==> src/rtl/rbm_pkg.sv <==
// rbm_pkg: shared tile geometry, fixed-point types and the weight-update rounding used by accum_readout.
package rbm_pkg;
  localparam int I_TILE = 64;
  localparam int H_TILE = 64;
  localparam int ADDR_W = $clog2(I_TILE * H_TILE);
  localparam int ACC_FRAC = 23;
  localparam int DW_FRAC = 12;
  typedef logic signed [31:0] acc_t;
  typedef logic signed [15:0] dw_t;
  // (pos - neg) >>> (ACC_FRAC - DW_FRAC + lr_shift), rounded half up, saturated to dw_t
  function automatic dw_t round_sat(input acc_t pos, input acc_t neg, input logic [3:0] lr_shift);
    logic signed [33:0] r;
    int s;
    s = ACC_FRAC - DW_FRAC + int'(lr_shift);
    r = (34'(pos) - 34'(neg) + (34'sd1 <<< (s - 1))) >>> s;
    return r > 34'sd32767 ? 16'sh7fff : r < -34'sd32768 ? 16'sh8000 : dw_t'(r[15:0]);
  endfunction
endpackage

==> src/rtl/rbm_fifo2.sv <==
// rbm_fifo2: 2-entry valid/ready FIFO; exposes occupancy so the producer can run credit-based.
module rbm_fifo2 #(
  parameter int W = 8
) (
  input  logic         clk,
  input  logic         rst_n,
  input  logic         in_valid,
  output logic         in_ready,
  input  logic [W-1:0] in_data,
  output logic         out_valid,
  input  logic         out_ready,
  output logic [W-1:0] out_data,
  output logic [1:0]   count
);
  logic [W-1:0] mem [2];
  logic wp, rp, push, pop;
  assign in_ready = count != 2'd2;
  assign out_valid = count != 2'd0;
  assign out_data = mem[rp];
  assign push = in_valid && in_ready;
  assign pop = out_valid && out_ready;
  always_ff @(posedge clk or negedge rst_n) begin
    if (!rst_n) begin
      mem[0] <= '0;
      mem[1] <= '0;
      wp <= 1'b0;
      rp <= 1'b0;
      count <= 2'd0;
    end else begin
      if (push) mem[wp] <= in_data;
      wp <= wp ^ push;
      rp <= rp ^ pop;
      count <= count + {1'b0, push} - {1'b0, pop};
    end
  end
endmodule

==> src/rtl/accum_readout.sv <==
// accum_readout: streams pos/neg accumulator banks out as rounded, saturated weight deltas,
// optionally clearing each bank entry as it is consumed.
module accum_readout #(
  parameter int I_TILE = rbm_pkg::I_TILE,
  parameter int H_TILE = rbm_pkg::H_TILE,
  parameter int ADDR_W = $clog2(I_TILE * H_TILE)
) (
  input  logic                     clk,
  input  logic                     rst_n,
  input  logic                     start,
  input  logic [3:0]               lr_shift,
  input  logic                     clr_en,
  output logic                     bank_rd_en,
  output logic [ADDR_W-1:0]        bank_rd_addr,
  input  logic signed [31:0]       pos_rd_data,
  input  logic signed [31:0]       neg_rd_data,
  output logic                     bank_wr_en,
  output logic [ADDR_W-1:0]        bank_wr_addr,
  output logic                     dw_valid,
  input  logic                     dw_ready,
  output logic signed [15:0]       dw_data,
  output logic [ADDR_W-1:0]        dw_addr,
  output logic                     dw_last,
  output logic                     busy,
  output logic                     done
);
  import rbm_pkg::*;
  localparam logic [1:0] IDLE = 2'd0, RUN = 2'd1, DRAIN = 2'd2, DONE = 2'd3;
  localparam logic [ADDR_W-1:0] LAST = ADDR_W'(I_TILE * H_TILE - 1);
  localparam int FW = 1 + ADDR_W + 16;
  logic [1:0] state, occ;
  logic [3:0] lr_q;
  logic clr_q, cap, pop, drained, f_in_ready;
  logic [ADDR_W-1:0] rd_addr, cap_addr;
  logic [FW-1:0] f_in, f_out;
  dw_t res;
  assign pop = dw_valid && dw_ready;
  // occupancy counted after this cycle's pop, so one beat per cycle is sustainable
  assign bank_rd_en = state == RUN && f_in_ready && (occ - {1'b0, pop} + {1'b0, cap}) < 2'd2;
  assign bank_rd_addr = rd_addr;
  assign bank_wr_en = cap && clr_q;
  assign bank_wr_addr = cap_addr;
  assign res = round_sat(pos_rd_data, neg_rd_data, lr_q);
  assign f_in = {cap_addr == LAST, cap_addr, res};
  assign {dw_last, dw_addr, dw_data} = f_out;
  assign drained = !cap && occ == {1'b0, pop};
  assign busy = state != IDLE;
  assign done = state == DONE;
  always_ff @(posedge clk or negedge rst_n) begin
    if (!rst_n) begin
      state <= IDLE;
      lr_q <= 4'd0;
      clr_q <= 1'b0;
      rd_addr <= '0;
      cap <= 1'b0;
      cap_addr <= '0;
    end else begin
      cap <= bank_rd_en;
      cap_addr <= rd_addr;
      state <= (state == IDLE && start) ? RUN :
               (state == RUN && bank_rd_en && rd_addr == LAST) ? DRAIN :
               (state == DRAIN && drained) ? DONE :
               (state == DONE) ? IDLE : state;
      if (state == IDLE && start) begin
        lr_q <= lr_shift;
        clr_q <= clr_en;
        rd_addr <= '0;
      end else if (bank_rd_en) begin
        rd_addr <= rd_addr + 1'b1;
      end
    end
  end
  rbm_fifo2 #(.W(FW)) u_fifo (
    .clk(clk),
    .rst_n(rst_n),
    .in_valid(cap),
    .in_ready(f_in_ready),
    .in_data(f_in),
    .out_valid(dw_valid),
    .out_ready(dw_ready),
    .out_data(f_out),
    .count(occ)
  );
endmodule

==> config.mk <==
export PLATFORM = sky130hd
export DESIGN_NAME = accum_readout
export DESIGN_NICKNAME = d
export VERILOG_FILES = /design/src/rtl/rbm_pkg.sv /design/src/rtl/rbm_fifo2.sv /design/src/rtl/accum_readout.sv
export SDC_FILE = /design/constraint.sdc
export NUM_CORES = 1
export LEC_CHECK = 0
export ABC_AREA = 0
export BUFFER_PORTS_ARGS = -buffer_cell sky130_fd_sc_hd__buf_2
export CAP_MARGIN = 20
export CELL_PAD_IN_SITES_DETAIL_PLACEMENT = 1
export CELL_PAD_IN_SITES_GLOBAL_PLACEMENT = 2
export CORE_MARGIN = 5
export CORE_UTILIZATION = 39
export CTS_BUF_LIST = sky130_fd_sc_hd__clkbuf_16
export CTS_CLUSTER_DIAMETER = 150
export DETAILED_ROUTE_END_ITERATION = 8
export PLACE_DENSITY_LB_ADDON = 0.08
export SYNTH_ARGS = -nofsm -noshare
export SYNTH_HDL_FRONTEND = slang
export SYNTH_HIERARCHICAL = 1
export SYNTH_SLANG_ARGS = --single-unit
==> constraint.sdc <==
create_clock -name clk -period 13.4 [get_ports clk]
set_clock_uncertainty 0.05 [all_clocks]
set_input_delay 2.68 -clock clk [delete_from_list [all_inputs] [get_ports clk]]
set_output_delay 2.68 -clock clk [all_outputs]
set_load 0.005 [all_outputs]
==> run metrics <==
CP Launch Type flop; Total GRT Usage 23.63%; first-pass GRT wire length 57,920 um; I/O pins 131; Post-CTS Resized 0; RSZ-0062 raised after global routing false; status finished, final reports clean; CTS buffer count 9; routability cong. 0.8684; Setup CP Type flop to flop; Root Driver clkbuf_16; Seq/Total Area, Yosys 22.49%; actual slew at the worst max-slew pin 1.081 ns; Clock power frac 8.3%; final setup fails 0; post-CTS setup buffer count 0; largest net degree at the start of global routing 69; setup ws final 3.176 ns; sequential share of power 14.1%; remaining global-route overflow 0; Yosys warning total 6; top cell type's share of synthesized area 22.49%; htree depth 3; # fillers 3,193; Layout Utilization 43.62%; cells after synthesis 1,230; mapped cell area 10,460 um2; Clock Path Buffers 2; vias per cell 5.923; DRC 0; final hold vios 0; number of nets in the layout 1,464; CTS clk-pin slew, worst paths 0.08 ns; largest cells by area after synthesis dfrtp_1 (22%), mux2_2 (8.4%), fa_1 (6.3%); hold_buf cts 0; syn avg cell area 8.505 um2; DP HPWL 28,910 um; minimum clock period 10.22 ns; Post-synth EDFFs 0; Starting DRT DRC Count 645; CP required 13.58 ns; # rows 60; Post-Place Worst Slack 3.437 ns; Yosys cell types 84; leakage 5.439 nW; Comb power frac 77.5%; die width 173.8 um; Net Sw Frac 54.42%; Internal 0.001433 W; Final Max Tran Viols 0; P per Cell Area 270.5 nW/um2; vias 9,821; highest clock rate 97.81 MHz; initial antenna violation count 0; Post-Syn Nets 1,382; vias in the first global route 10,010; crit path max fanout 39; antenna viol nets, final 0; Tcrit/Tclk final 76.30%; die area 30,200 um2; net load switching power 0.001711 W; synthesized flop and latch total 94; routed wire length 36,670 um; post-DR wirelength/cell 22.12 um; Yosys top cell by area dfrtp_1; peak supply drop 0.1224 mV; DRT Pass-1 Iters 5; sum of negative setup slack 0 ns; later-pin clock latency in the skew report 0.35 ns; Max Cap Viol 0; Sink Count 94; max_slew headroom 27.64%; ant diodes 0; port buffer count 130; initial core utilization 39.25%; CP Capture Type flop; Core Area 26,650 um2; dominant synthesized flop cell dfrtp_1; die height 173.8 um; CP arrival 10.40 ns; CTS tree built; Area Overhead vs Synth 11.12%; Post-synth ARST share 100.0%; share of cells above drive strength 1 23.08%; Hold Crit Class flop to flop
path summary, 6_finish.rpt:
check                      slack (ns)             from  cells past startpoint              end
min                              0.39  bank_rd_addr[7]                      0  bank_wr_addr[7]
max                              3.18          lr_q[0]                     27   u_fifo/mem[31]
min in group asynchronous        2.19            rst_n                      1   u_fifo/mem[10]
max in group asynchronous        9.91            rst_n                      2   u_fifo/mem[27]
max reg2reg                      3.18          lr_q[0]                     27   u_fifo/mem[31]
min reg2reg                      0.39  bank_rd_addr[7]                      0  bank_wr_addr[7]
layer usage:
metal  up-vias  part of all wire, %  global-route usage [%]
li1       4611                    -                       -
met1      4903                   48                   35.42
met2       266                   45                   36.79
met3        41                  5.3                   3.402
met4         0                  1.4                   3.827
met5         -                    0                       0
cell type report:
cell class / count / area, um2 / share of cell area [%]
clock buffer: 9 / 225.2 / 1.937
clock inverter: 7 / 86.33 / 0.7427
inverter: 104 / 390.4 / 3.358
multi-input combinational: 951 / 7326 / 63.02
sequential: 94 / 2352 / 20.23
tap: 341 / 426.7 / 3.670
timing repair buffer: 152 / 818.3 / 7.039
power groups by stage:
stage / Sequential, W / Combinational, W / Clock (W)
4_1_cts: 0.000446 / 0.00242 / 0.000271
3_3_place_gp: 0.000446 / 0.00238 / 0
3_5_place_dp: 0.000451 / 0.00240 / 0
6_report: 0.000444 / 0.00244 / 0.000262
5_1_grt: 0.000457 / 0.00265 / 0.000284
2_1_floorplan: 0.000424 / 0.00170 / 0
cell usage in the layout (no fill, tap or decap), drive strengths merged, types with 21 or more instances in the layout:
cell / instances
a21oi: 81
buf: 152
dfrtp: 94
fa: 33
ha: 46
inv: 107
mux2: 98
mux2i: 21
nand2: 123
nand3: 37
nor2: 90
o21ai: 47
xnor2: 22
synthesized netlist by cell type, drive strengths merged (33+ instances only):
master / n
nand2: 123
clkbuf: 35
buf: 46
inv: 104
dfrtp: 94
o21ai: 47
nand3: 37
a21oi: 81
ha: 46
fa: 33
mux2: 98
nor2: 90
critical path, cell delays in order (launching register included):
cell and delay (ns):
dfrtp_1 0.33, buf_4 0.42, inv_1 0.22, ha_1 0.35, inv_1 0.04, buf_4 0.22, nor2_1 0.85, a21oi_1 0.14
buf_4 0.26, nor2b_1 0.42, nand2_1 0.16, fa_1 0.50, inv_1 0.04, ha_1 0.59, nand4_1 0.41, nor4_1 0.37
inv_1 0.15, a2111oi_1 0.92, nor4_1 0.28, nor2_2 0.36, inv_1 0.19, nor2_1 0.50, nor4_1 0.11, a211o_1 0.32
or4_4 0.56, nor4_4 0.72, o22ai_1 0.26, mux2_2 0.32
stage by stage:
step | total power, W | hold slack (ns) | instance area [um2] | std cells
5_1_grt | 0.003387 | 0.4180 | 11620 | 1658
3_3_place_gp | 0.002828 | 0.3721 | 11310 | 1642
6_report | 0.003144 | 0.3903 | 11620 | 1658
3_5_place_dp | 0.002853 | 0.3747 | 11310 | 1642
2_1_floorplan | 0.002121 | 0.3646 | 10460 | 1230
4_1_cts | 0.003136 | 0.3944 | 11620 | 1658
cell families (layout without fill, tap and decap cells):
kind of cell,count (synthesis),after routing,synth area share (%)
and+or+nand+nor,378,378,17.47
AOI/OAI and AO/OA,324,324,21.61
buffers and inverters,185,272,7.810
muxes,128,128,15.21
DFF,94,94,22.49
adders and majority gates,79,79,11.82
xor gates and xnor gates,42,42,3.588
flip-flops by register name, indices dropped and copies added, names as in the netlist:
| signal | flops |
|---|---|
| u_fifo/mem | 58 |
| bank_rd_addr | 12 |
| bank_wr_addr | 12 |
| lr_q | 4 |
| state | 2 |
| u_fifo/count | 2 |
| cap | 1 |
| clr_q | 1 |
| u_fifo/rp | 1 |
| u_fifo/wp | 1 |
Power figures use the tool's default switching activity.
